### config.mk
export PLATFORM = sky130hd
export DESIGN_NAME = hyper_eot_classifier_flat
export DESIGN_NICKNAME = d
export VERILOG_FILES = /design/src/rtl/hyper_evt_pkg.sv /design/src/rtl/hyper_eot_classifier_if.sv /design/src/rtl/hyper_dir_fifo.sv /design/src/rtl/hyper_eot_classifier.sv /design/src/flat_wrapper.sv
export SDC_FILE = /design/constraint.sdc
export NUM_CORES = 1
export LEC_CHECK = 0
export ABC_AREA = 0
export BUFFER_PORTS_ARGS = -buffer_cell sky130_fd_sc_hd__buf_2
export CAP_MARGIN = 10
export CORE_MARGIN = 3
export CORE_UTILIZATION = 60
export DETAILED_ROUTE_END_ITERATION = 8
export PLACE_DENSITY = 0.82
export SYNTH_ARGS = -nofsm -noshare
export SYNTH_HDL_FRONTEND = slang
export SYNTH_SLANG_ARGS = --single-unit
### constraint.sdc
create_clock -name sys_clk_i -period 7.3 [get_ports sys_clk_i]
set_input_delay 0.73 -clock sys_clk_i [delete_from_list [all_inputs] [get_ports sys_clk_i]]
set_output_delay 0.73 -clock sys_clk_i [all_outputs]
set_load 0.005 [all_outputs]
### src/rtl/hyper_evt_pkg.sv
// ============================================================================
// Module      : hyper_evt_pkg
// Description : Shared transfer-direction tag type for the HyperBus EOT logic.
// Revision    : 1.0 - initial release
// ============================================================================
`default_nettype none

package hyper_evt_pkg;

    typedef enum logic {
        DIR_WR = 1'b0,
        DIR_RD = 1'b1
    } hyper_dir_e;

    // Direction reported when an EOT arrives with nothing queued
    localparam hyper_dir_e HYPER_DEFAULT_DIR = DIR_WR;

endpackage

`default_nettype wire

### src/rtl/hyper_eot_classifier_if.sv
// ============================================================================
// Module      : hyper_eot_classifier_if
// Description : Start/EOT inputs and event/status outputs of the classifier.
// Revision    : 1.0 - initial release
// ============================================================================
`default_nettype none

interface hyper_eot_classifier_if #(
    parameter int NB_CH = 2,
    parameter int DEPTH = 4,
    parameter int CNT_W = $clog2(DEPTH + 1)
);
    logic [NB_CH-1:0]       clr_i;
    logic [NB_CH-1:0]       rx_start_i;
    logic [NB_CH-1:0]       tx_start_i;
    logic [NB_CH-1:0]       eot_i;
    logic [NB_CH-1:0]       evt_rd_eot_o;
    logic [NB_CH-1:0]       evt_wr_eot_o;
    logic [NB_CH*CNT_W-1:0] pending_o;
    logic [NB_CH-1:0]       err_ovf_o;
    logic [NB_CH-1:0]       err_unf_o;

    modport master (
        output clr_i, rx_start_i, tx_start_i, eot_i,
        input  evt_rd_eot_o, evt_wr_eot_o, pending_o, err_ovf_o, err_unf_o
    );

    modport slave (
        input  clr_i, rx_start_i, tx_start_i, eot_i,
        output evt_rd_eot_o, evt_wr_eot_o, pending_o, err_ovf_o, err_unf_o
    );
endinterface

`default_nettype wire

### src/rtl/hyper_dir_fifo.sv
// ============================================================================
// Module      : hyper_dir_fifo
// Description : Single-channel two-push/one-pop direction tag FIFO with flush.
// Revision    : 1.0 - initial release
// ============================================================================
`default_nettype none

module hyper_dir_fifo
    import hyper_evt_pkg::*;
#(
    parameter int DEPTH = 4
) (
    input  wire logic                         sys_clk_i,
    input  wire logic                         rstn_i,
    input  wire logic                         flush_i,
    input  wire logic                         push_rd_i,
    input  wire logic                         push_wr_i,
    input  wire logic                         pop_i,
    output logic                              evt_vld_o,
    output hyper_dir_e                        evt_dir_o,
    output logic                              unf_o,
    output logic                              ovf_o,
    output logic [$clog2(DEPTH+1)-1:0]        count_o
);

    localparam int CNT_W = $clog2(DEPTH + 1);
    localparam int PTR_W = $clog2(DEPTH);
    localparam logic [CNT_W:0]   c_depth   = (CNT_W+1)'(DEPTH);
    localparam logic [PTR_W-1:0] c_ptr_max = PTR_W'(DEPTH - 1);

    hyper_dir_e       r_tags [DEPTH];
    logic [CNT_W-1:0] r_count;
    logic [PTR_W-1:0] r_rd_ptr;
    logic [PTR_W-1:0] r_wr_ptr;

    logic             w_empty;
    logic             w_pop;
    logic             w_pop_ok;
    logic             w_rd_ok;
    logic             w_wr_ok;
    logic [CNT_W:0]   w_free;
    logic [PTR_W-1:0] w_slot1;
    logic [PTR_W-1:0] w_slot_wr;

    // Explicit wrap so that non power-of-two depths work
    function automatic logic [PTR_W-1:0] ptr_inc(input logic [PTR_W-1:0] p);
        return (p == c_ptr_max) ? '0 : p + PTR_W'(1);
    endfunction

    always_comb begin
        w_empty   = (r_count == '0);
        w_pop     = pop_i & ~flush_i;
        w_pop_ok  = w_pop & ~w_empty;
        w_free    = c_depth - {1'b0, r_count} + {{CNT_W{1'b0}}, w_pop_ok};
        w_rd_ok   = push_rd_i & ~flush_i & (w_free != '0);
        w_wr_ok   = push_wr_i & ~flush_i & (w_free > {{CNT_W{1'b0}}, w_rd_ok});
        w_slot1   = ptr_inc(r_wr_ptr);
        w_slot_wr = w_rd_ok ? w_slot1 : r_wr_ptr;
    end

    always_ff @(posedge sys_clk_i) begin
        if (!rstn_i || flush_i) begin
            r_count  <= '0;
            r_rd_ptr <= '0;
            r_wr_ptr <= '0;
        end else begin
            r_count <= r_count
                     + {{(CNT_W-1){1'b0}}, w_rd_ok}
                     + {{(CNT_W-1){1'b0}}, w_wr_ok}
                     - {{(CNT_W-1){1'b0}}, w_pop_ok};
            if (w_pop_ok)
                r_rd_ptr <= ptr_inc(r_rd_ptr);
            if (w_rd_ok && w_wr_ok)
                r_wr_ptr <= ptr_inc(w_slot1);
            else if (w_rd_ok || w_wr_ok)
                r_wr_ptr <= w_slot1;
        end
    end

    // Tag storage needs no reset: occupancy decides what is valid
    always_ff @(posedge sys_clk_i) begin
        if (w_rd_ok)
            r_tags[r_wr_ptr] <= DIR_RD;
        if (w_wr_ok)
            r_tags[w_slot_wr] <= DIR_WR;
    end

    assign evt_vld_o = w_pop;
    assign evt_dir_o = w_empty ? HYPER_DEFAULT_DIR : r_tags[r_rd_ptr];
    assign unf_o     = w_pop & w_empty;
    assign ovf_o     = (push_rd_i & ~flush_i & ~w_rd_ok) | (push_wr_i & ~flush_i & ~w_wr_ok);
    assign count_o   = r_count;

endmodule

`default_nettype wire

### src/rtl/hyper_eot_classifier.sv
// ============================================================================
// Module      : hyper_eot_classifier
// Description : Per-channel read/write EOT classifier driven by tag FIFOs.
// Revision    : 1.0 - initial release
// ============================================================================
`default_nettype none

module hyper_eot_classifier
    import hyper_evt_pkg::*;
#(
    parameter int NB_CH = 2,
    parameter int DEPTH = 4,
    parameter int CNT_W = $clog2(DEPTH + 1)
) (
    input  wire logic                 sys_clk_i,
    input  wire logic                 rstn_i,
    hyper_eot_classifier_if.slave     hyper_if
);

    logic [NB_CH-1:0] w_evt_rd;
    logic [NB_CH-1:0] w_evt_wr;
    logic [NB_CH-1:0] w_unf;
    logic [NB_CH-1:0] w_ovf;

    logic [NB_CH-1:0] r_evt_rd;
    logic [NB_CH-1:0] r_evt_wr;
    logic [NB_CH-1:0] r_err_ovf;
    logic [NB_CH-1:0] r_err_unf;

    for (genvar c = 0; c < NB_CH; c++) begin : g_ch
        logic       w_vld;
        hyper_dir_e w_dir;

        hyper_dir_fifo #(
            .DEPTH (DEPTH)
        ) u_fifo (
            .sys_clk_i (sys_clk_i),
            .rstn_i    (rstn_i),
            .flush_i   (hyper_if.clr_i[c]),
            .push_rd_i (hyper_if.rx_start_i[c]),
            .push_wr_i (hyper_if.tx_start_i[c]),
            .pop_i     (hyper_if.eot_i[c]),
            .evt_vld_o (w_vld),
            .evt_dir_o (w_dir),
            .unf_o     (w_unf[c]),
            .ovf_o     (w_ovf[c]),
            .count_o   (hyper_if.pending_o[c*CNT_W +: CNT_W])
        );

        assign w_evt_rd[c] = w_vld & (w_dir == DIR_RD);
        assign w_evt_wr[c] = w_vld & (w_dir == DIR_WR);
    end

    // FIFO strobes are already masked by flush; only the sticky bits need clearing
    always_ff @(posedge sys_clk_i) begin
        if (!rstn_i) begin
            r_evt_rd  <= '0;
            r_evt_wr  <= '0;
            r_err_ovf <= '0;
            r_err_unf <= '0;
        end else begin
            r_evt_rd  <= w_evt_rd;
            r_evt_wr  <= w_evt_wr;
            r_err_ovf <= (r_err_ovf | w_ovf) & ~hyper_if.clr_i;
            r_err_unf <= (r_err_unf | w_unf) & ~hyper_if.clr_i;
        end
    end

    assign hyper_if.evt_rd_eot_o = r_evt_rd;
    assign hyper_if.evt_wr_eot_o = r_evt_wr;
    assign hyper_if.err_ovf_o    = r_err_ovf;
    assign hyper_if.err_unf_o    = r_err_unf;

endmodule

`default_nettype wire

### src/flat_wrapper.sv
// flat-port wrapper written by rule: the top's interface ports become plain ports
module hyper_eot_classifier_flat import hyper_evt_pkg::*;
#(
    parameter int NB_CH = 2,
    parameter int DEPTH = 4,
    parameter int CNT_W = $clog2(DEPTH + 1)
)
  (sys_clk_i, rstn_i, hyper_if_clr_i, hyper_if_rx_start_i, hyper_if_tx_start_i, hyper_if_eot_i, hyper_if_evt_rd_eot_o, hyper_if_evt_wr_eot_o, hyper_if_pending_o, hyper_if_err_ovf_o, hyper_if_err_unf_o);
  hyper_eot_classifier_if #(.NB_CH(NB_CH), .DEPTH(DEPTH), .CNT_W(CNT_W)) hyper_if_i ();
  input  wire logic sys_clk_i;
  input  wire logic rstn_i;
  input wire logic [$bits(hyper_if_i.clr_i)-1:0] hyper_if_clr_i;
  input wire logic [$bits(hyper_if_i.rx_start_i)-1:0] hyper_if_rx_start_i;
  input wire logic [$bits(hyper_if_i.tx_start_i)-1:0] hyper_if_tx_start_i;
  input wire logic [$bits(hyper_if_i.eot_i)-1:0] hyper_if_eot_i;
  output wire logic [$bits(hyper_if_i.evt_rd_eot_o)-1:0] hyper_if_evt_rd_eot_o;
  output wire logic [$bits(hyper_if_i.evt_wr_eot_o)-1:0] hyper_if_evt_wr_eot_o;
  output wire logic [$bits(hyper_if_i.pending_o)-1:0] hyper_if_pending_o;
  output wire logic [$bits(hyper_if_i.err_ovf_o)-1:0] hyper_if_err_ovf_o;
  output wire logic [$bits(hyper_if_i.err_unf_o)-1:0] hyper_if_err_unf_o;
  assign hyper_if_i.clr_i = hyper_if_clr_i;
  assign hyper_if_i.rx_start_i = hyper_if_rx_start_i;
  assign hyper_if_i.tx_start_i = hyper_if_tx_start_i;
  assign hyper_if_i.eot_i = hyper_if_eot_i;
  assign hyper_if_evt_rd_eot_o = hyper_if_i.evt_rd_eot_o;
  assign hyper_if_evt_wr_eot_o = hyper_if_i.evt_wr_eot_o;
  assign hyper_if_pending_o = hyper_if_i.pending_o;
  assign hyper_if_err_ovf_o = hyper_if_i.err_ovf_o;
  assign hyper_if_err_unf_o = hyper_if_i.err_unf_o;
  hyper_eot_classifier #(.NB_CH(NB_CH), .DEPTH(DEPTH), .CNT_W(CNT_W)) u_core (.sys_clk_i(sys_clk_i), .rstn_i(rstn_i), .hyper_if(hyper_if_i));
endmodule
# Word level (Yosys, flattened, before mapping)
# Memories as Yosys holds them, arrays and structs flattened. A register that Yosys moved wholly into a read port is not among the register bits.
# Index checks and enable logic that the tools add are counted.
# totals
ff_bits	22
memories	2
in_bits	10
output_inout_bits	14
ramBits	8
# op_classes
eq_ne	6
n_mux	26
n_reduce_logical	13
bitwise_logic	39
order_cmp	2
add_sub_neg	16
# mem_list
name	words	word_bits	rd	rd_clocked_by_memory_dff	write_ports	line_no	source
u_core.g_ch[0].u_fifo.r_tags	4	1	1	1	2	hyper_dir_fifo.sv:31	hyper_dir_e r_tags [DEPTH];
u_core.g_ch[1].u_fifo.r_tags	4	1	1	1	2	hyper_dir_fifo.sv:31	
# op_table
operator	n
$mux W2	16
$and A1 B1 Y1	22
$add A2 B1 Y2 const B	6
$add A3 B1 Y3	4
$eq A2 B2 Y1 const B	6
$mux W1	10
$not A1 Y1	10
$add A4 B1 Y4	2
$gt A4 B1 Y1	2
$reduce_bool A4 Y1	2
$sub A3 B3 Y4 const A	2
$logic_not A3 Y1	2
$sub A3 B1 Y3	2
$and A2 B2 Y2	2
$logic_or A1 B1 Y1	4
$or A2 B2 Y2	2
$reduce_bool A2 Y1	2
$logic_and A1 B1 Y1	2
$not A2 Y2	1
$or A1 B1 Y1	2
$logic_not A1 Y1	1

# Depth between registers and ports, before layout
# Gate-level depths: netlist of the first run.
# depth
depth_word	13
mapped_depth	14
depth_no_buf	14

# Modules after synthesis
# Synthesis of the first run repeated with hierarchy kept, for this count alone.
# hier_totals
hier_cells	216
area_unflattened_um2	2029.4
# modules_own_cells
module	cells_per_inst	instances	seq_area_each_um2	area_each_um2
hyper_dir_fifo	96	2	260.2	899.6
hyper_eot_classifier	24	1	160.2	230.2

# Worst setup path before layout of the first run
# Ideal clock, no wire load.
# synth_timing
path_type	input -> register
startpoint	input hyper_if_clr_i[1]
endpoint	register u_core.g_ch[1].u_fifo.r_count[2]
path_buffers	0
required_ns	7.179
path_slack_ns	3.940
setup_ns	0.121
stages	13
arrival_ns	3.238
cell_sequence	nor3b_1 > inv_1 > ha_1 > inv_1 > ha_1 > nor2b_1 > o21ai_2 > nand2_1 > xnor2_1 > fa_1 > fa_1 > xnor2_1 > nor2_1
# synth_via
elab_chain_len	10
elab_cells_between_ends	14
cone_classes	4 x add/sub; 1 x order compare; 7 x bitwise; 2 x reduce/logical
# synth_rtl
element	line_no	source
start, declared	flat_wrapper.sv:12	input wire logic [$bits(hyper_if_i.clr_i)-1:0] hyper_if_clr_i;
$not A1 Y1	hyper_dir_fifo.sv:52, hyper_dir_fifo.sv:55, hyper_dir_fifo.sv:56	
$and A1 B1 Y1	hyper_dir_fifo.sv:52	w_pop = pop_i & ~flush_i;
$and A1 B1 Y1	hyper_dir_fifo.sv:53	w_pop_ok = w_pop & ~w_empty;
$add A4 B1 Y4	hyper_dir_fifo.sv:54	w_free = c_depth - {1'b0, r_count} + {{CNT_W{1'b0}}, w_pop_ok};
$reduce_bool A4 Y1	hyper_dir_fifo.sv:55	w_rd_ok = push_rd_i & ~flush_i & (w_free != '0);
$and A1 B1 Y1	hyper_dir_fifo.sv:55	
$gt A4 B1 Y1	hyper_dir_fifo.sv:56	w_wr_ok = push_wr_i & ~flush_i & (w_free > {{CNT_W{1'b0}}, w_rd_ok});
$and A1 B1 Y1	hyper_dir_fifo.sv:56	
$add A3 B1 Y3	hyper_dir_fifo.sv:69	+ {{(CNT_W-1){1'b0}}, w_wr_ok}
$sub A3 B1 Y3	hyper_dir_fifo.sv:70	- {{(CNT_W-1){1'b0}}, w_pop_ok};
end signal, assigned	hyper_dir_fifo.sv:67	r_count <= r_count
end, declared	hyper_dir_fifo.sv:32	logic [CNT_W-1:0] r_count;
# Parallel ways exist; a longest one is shown, timed or not.
# A chain may end at the register's enable or synchronous reset.

# Worst setup path after layout of the first run
# layout_timing
startpoint	register u_core.g_ch[1].u_fifo.r_count[2]
endpoint	register u_core.g_ch[1].u_fifo.r_count[2]
# layout_via
elab_chain_len	10
elab_cells_between_ends	12
cone_classes	5 x add/sub; 1 x order compare; 4 x bitwise; 2 x reduce/logical
# layout_rtl
element	line_no
branches (longest 9 deep; another with $sub A3 B3 Y4)	n/a
$sub A3 B1 Y3 *	hyper_dir_fifo.sv:70
# Every way passes the cells marked *.

==> metrics.txt, run 1 <==
LEAKAGE 0.000893 uW; R2R Path End u_core.g_ch[1].u_fifo.count_o[2]; routability cong. 0.939; Synth Register Bits 34; number of flops mapped to enable cells by yosys 0; DRC 0; Mapped Area 1900 um2; most used flip-flop cell after synthesis dfxtp_1; RSZ-0062 raised after global routing no; Final Hold Fails 0; area growth from synthesis to layout 13.1%; worst r2r path cells 14; Final Util 74.6%; GR Overflow Total 0; HP Class reg -> reg; drt pass-1 iters 4; ANT cells 0; DP HPWL 3180 um; vias per cell 5.72; Die X 62.2 um; Post-synth ARST share 0%; number of port buffers 23; Yosys warning total 0; CTS max path bufs 2; Mapped Cells 206; DR iter-0 viols 104; setup bufs post-CTS 0; Yosys cell types 45; maximum vdd drop 0.133 mV; nets@finish 266; Reg clk slew, reported paths 100 ps; Critical Path Start Type flop; Seq pwr share 46.0%; global-route wire length before repair 7210 um; worst reg2reg setup slack 3700 ps; WP buf/inv 2; CP delay by family, top adder cells; final setup fails 0; Clock Skews 6.51 ps; Initial Util 65.9%; total die area 3870 um2; worst setup path class reg -> reg; Critical Path Max Stage Delay 550 ps; Total GRT Usage 22.9%; Sw Share 28.9%; Worst-Margin Slew 644 ps; CTS Root Buffer Type clkbuf_4; Row Count 19; CP endpoint kind flop; vias in the first global route 1619; Pint 341 uW; routed vias 1591; register area share after synthesis 35.9%; Final Critical Period 3600 ps; largest net degree at the start of global routing 11; CTS sink count 34; most common cell after layout, fill and taps aside dfxtp_1; overall routed net length 4060 um; worst setup path end u_core.g_ch[1].u_fifo.count_o[2]; worst-path cell with the longest stage delay nor3b_1; R2R Path Start u_core.g_ch[1].u_fifo.count_o[2]; Comb pwr share 24.6%; syn avg cell area 9.21 um2; cts repair resizes 0; drt wl/cell 14.6 um; Routed Antenna Nets 0; crit-path cells nor3_1, nor3b_1, inv_1, ha_1, inv_1, ha_1, nor2_1, o21ai_2, nand2_1, xnor2_1, fa_1, fa_1, xnor2_1, nor2_1; clock network fraction of total power 29.4%; worst skew pair latency 330 ps; Crit Path Max Fanout 7; Worst EP required 7510 ps; P per Cell Area 224 nW/um2; Die H 62.2 um; CTS buffer count 5; Stages on worst setup path 14; Hold Buf Count CTS 0; post-route clock period utilization 49.4%; commonest non-fill, non-tap cells in the layout dfxtp_1 (34), buf_2 (23), nor2_1 (19), a21oi_1 (19); layout cells sized above 1 16.9%; Core Box Area 2880 um2; filler instances 210; max frequency 0.278 GHz; worst rel slew slack 57.0%; CTS tree done; Final Power 480 uW; outcome finished clean; IO Pins 24; max-cap viol count 0; initial antenna violation count 0; Psw 139 uW; Arrival @ worst endpoint 3820 ps; Max Transition Viols Final 0; Critical Path Source u_core.g_ch[1].u_fifo.count_o[2]; syn_nets 236; number of H-tree levels 2; Final TNS setup 0 ps
[power by group through the flow]
stage	Clock, uW	Sequential [uW]	Combinational, uW
global route	153	224	133
CTS	143	221	118
detailed placement	0	225	116
floorplan	0	221	87.7
global placement	0	224	109
finish	141	221	118
[how the worst min path moves through the flow]
| stage | slack, ps | to | start | cells past startpoint |
|---|---|---|---|---|
| 2_1_floorplan | 460 | u_core.g_ch[1].u_fifo.r_tags[1] | u_core.g_ch[1].u_fifo.r_tags[1] | 2 |
| 3_3_place_gp | 440 | u_core.hyper_if.err_unf_o[1] | u_core.hyper_if.err_unf_o[1] | 2 |
| 3_5_place_dp | 460 | u_core.hyper_if.err_unf_o[0] | u_core.hyper_if.err_unf_o[0] | 2 |
| 4_1_cts | 490 | u_core.hyper_if.err_ovf_o[1] | u_core.hyper_if.err_ovf_o[1] | 2 |
| 5_1_grt | 530 | u_core.g_ch[1].u_fifo.r_tags[3] | u_core.g_ch[1].u_fifo.r_tags[3] | 2 |
| 6_report | 480 | u_core.hyper_if.err_unf_o[0] | u_core.hyper_if.err_unf_o[0] | 2 |
[Yosys cell counts, types with 2 or more instances]
| library cell | n | share of area, % |
|---|---|---|
| dfxtp_1 | 34 | 36 |
| and3_1 | 2 | 0.66 |
| mux2i_1 | 2 | 1.1 |
| o22ai_1 | 2 | 0.66 |
| a21oi_1 | 19 | 5.0 |
| xnor2_1 | 4 | 1.8 |
| o21ai_0 | 3 | 0.79 |
| nor2b_1 | 9 | 3.0 |
| nand2b_1 | 8 | 2.6 |
| a21oi_4 | 2 | 1.7 |
| a211o_1 | 3 | 1.4 |
| nor2_1 | 19 | 3.8 |
| nand4b_1 | 2 | 0.92 |
| o211ai_1 | 3 | 1.2 |
| nand2_1 | 16 | 3.2 |
| inv_1 | 14 | 2.8 |
| a31oi_1 | 4 | 1.3 |
| and2_1 | 4 | 1.3 |
| ha_1 | 16 | 11 |
| fa_1 | 4 | 4.2 |
| mux4_2 | 2 | 2.4 |
| nand3_1 | 5 | 1.3 |
| nor3b_1 | 4 | 1.6 |
| nor3_1 | 4 | 1.1 |
[per-stage QoR]
stage / worst slack, ps / hold WS [ps] / std cells / instance area, um2
floorplan: 3940 / 459 / 206 / 1900
global placement: 3540 / 444 / 271 / 2060
finish: 3700 / 479 / 278 / 2150
CTS: 3700 / 488 / 278 / 2150
detailed placement: 3410 / 464 / 271 / 2060
global route: 3360 / 527 / 278 / 2150
[logic make-up after synthesis]
group,synth area share (%)
buffers and inverters,2.77
adders and majority gates,15.3
xor gates and xnor gates,2.31
and+or+nand+nor,21.0
AOI/OAI and AO/OA,18.5
DFF,35.9
muxes,4.22
[per-layer routing]
metal | part of all wire, % | up-vias | global-route usage [%]
met3 | 5.2 | 9 | 5.41
met1 | 48 | 743 | 30.6
met2 | 46 | 48 | 37.2
li1 | - | 791 | -
met4 | 1.2 | 0 | 5.80
met5 | 0 | - | 0
[area by class of cell]
cell class	count	area, um2	area share, %
inverter	14	52.6	2.45
clock buffer	6	51.3	2.39
multi-input combinational	158	1160	54.2
timing repair buffer	23	115	5.36
tap	42	52.6	2.45
sequential	34	681	31.7
clock inverter	1	30.0	1.40
[worst reg2reg max path: cells and delay by family, from the launching register on]
kind	cells	cell delay, ps
AOI/OAI and AO/OA	1	210
xor gates and xnor gates	2	340
adders and majority gates	4	1270
buffers and inverters	2	190
DFF	1	460
and+or+nand+nor	5	990
No activity file was read; power rests on OpenSTA's default activity.
==> run 2, diff against run 1 <==
CORE_UTILIZATION = 57   (was 60)
PLACE_DENSITY = 0.79   (was 0.82)
clock period = 3.6 ns   (was 7.3 ns; I/O delays follow)
==> run 2 against run 1 <==
  * Final area unchanged
  * First-iteration DRC count shrank 7.7%
  * Global-route usage down 1.3 points
  * Sequential share of layout area did not move
==> metrics.txt, run 2 (same netlist as run 1, synthesis figures left out) <==
Core Box Area 3100 um2; drt wl/cell 13.6 um; number of H-tree levels 2; worst setup path class reg -> reg; routed vias 1572; setup bufs post-CTS 0; Hold EP u_core.hyper_if.err_unf_o[1]; worst rel slew slack 71.1%; commonest non-fill, non-tap cells in the layout dfxtp_1 (34), buf_2 (23), nor2_1 (19), a21oi_1 (19); area growth from synthesis to layout 13.1%; global-route wire length before repair 6860 um; cts repair resizes 0; worst skew pair latency 350 ps; nets@finish 268; Final Hold Fails 0; max-cap viol count 0; Crit Path Max Fanout 6; CTS Root Buffer Type clkbuf_4; Clock Skews 7.92 ps; number of port buffers 23; outcome finished clean; maximum vdd drop 0.240 mV; Hold Startpoint hyper_if_eot_i[1]; Die H 63.7 um; CTS tree done; ANT cells 0; CTS buffer count 5; LEAKAGE 0.000894 uW; WP buf/inv 2; Critical Path Start Type flop; Initial Util 61.1%; Arrival @ worst endpoint 3570 ps; Die X 63.7 um; initial antenna violation count 0; vias per cell 5.55; IO Pins 24; worst r2r path cells 14; DRC 0; Routed Antenna Nets 0; Critical Path Max Stage Delay 410 ps; HP Class in -> reg; CTS max path bufs 2; post-route clock period utilization 92.6%; largest net degree at the start of global routing 12; GR Overflow Total 0; Final TNS setup 0 ps; vias in the first global route 1544; CP endpoint kind flop; P per Cell Area 426 nW/um2; crit-path cells nor3_1, nor3b_1, inv_1, ha_1, inv_1, ha_1, or2_4, a21oi_4, a21oi_4, xnor2_1, fa_1, fa_1, xnor2_1, nor2_1; Row Count 20; DR iter-0 viols 96; overall routed net length 3840 um; Hold Buf Count CTS 0; layout cells sized above 1 18.0%; Max Transition Viols Final 0; R2R Path End u_core.g_ch[0].u_fifo.count_o[2]; RSZ-0062 raised after global routing no; worst reg2reg setup slack 270 ps; routability cong. 0.894; total die area 4060 um2; final setup fails 0; CTS sink count 34; max frequency 0.300 GHz; DP HPWL 2990 um; hold depth 3; R2R Path Start u_core.g_ch[0].u_fifo.count_o[2]; Total GRT Usage 21.5%; final instance area 2150 um2; CP delay by family, top adder cells; worst-path cell with the longest stage delay nor3_1; drt pass-1 iters 4; Worst-Margin Slew 430 ps; Area after DPL 2080 um2; Worst EP required 3840 ps; filler instances 266; most common cell after layout, fill and taps aside dfxtp_1; Final Critical Period 3330 ps; Reg clk slew, reported paths 110 ps
-- run 2: metrics by stage --
step	util, %	cells	hold slack (ps)	setup WS, ps	total power [uW]
after CTS	69.2	283	252	241	917
after floorplan	-	206	459	472	626
after global routing	69.2	283	274	70.0	972
final	69.2	283	260	267	914
after global placement	67.1	275	442	345	684
after detailed placement	67.1	275	455	256	691
-- run 2: how the worst max path moves through the flow --
stage                     cells past startpoint                               end  slack (ps)                              from
after floorplan                              14  u_core.g_ch[1].u_fifo.count_o[2]         470  u_core.g_ch[1].u_fifo.count_o[2]
after detailed placement                     14  u_core.g_ch[0].u_fifo.count_o[2]         260  u_core.g_ch[0].u_fifo.count_o[2]
final                                        14  u_core.g_ch[0].u_fifo.count_o[2]         270  u_core.g_ch[0].u_fifo.count_o[2]
after global placement                       14  u_core.g_ch[0].u_fifo.count_o[2]         340  u_core.g_ch[0].u_fifo.count_o[2]
after global routing                         14  u_core.g_ch[0].u_fifo.count_o[2]          70  u_core.g_ch[0].u_fifo.count_o[2]
after CTS                                    14  u_core.g_ch[0].u_fifo.count_o[2]         240  u_core.g_ch[0].u_fifo.count_o[2]
-- run 2: cell type report --
| type | instances | area [um2] | area share (%) |
|---|---|---|---|
| repair buffers | 25 | 130 | 6.06 |
| multi-input cells | 158 | 1160 | 54.2 |
| clock inverters | 2 | 12.5 | 0.583 |
| well taps | 44 | 55.1 | 2.57 |
| clock buffers | 6 | 51.3 | 2.39 |
| flip-flops and latches | 34 | 681 | 31.7 |
| inverters | 14 | 52.6 | 2.45 |
-- run 2: where the power goes --
group	leakage [uW]	switching (uW)	internal [uW]
clock	0.0000343	136	93.8
sequential	0.000278	29.7	418
combinational	0.000582	125	113
-- run 2: layer usage --
| metal | vias to the layer above | GRT usage, % | wire length, um |
|---|---|---|---|
| li1 | 792 | - | - |
| met1 | 743 | 26.9 | 1790 |
| met2 | 29 | 35.7 | 1830 |
| met3 | 8 | 4.63 | 141 |
| met4 | 0 | 8.89 | 75 |
| met5 | - | 0 | 0 |
-- run 2: worst reg2reg max path: cells and delay by family, from the launching register on --
kind | cells | cell delay, ps
adders and majority gates | 4 | 1150
and+or+nand+nor | 4 | 830
AOI/OAI and AO/OA | 2 | 370
DFF | 1 | 360
xor gates and xnor gates | 2 | 320
buffers and inverters | 2 | 190
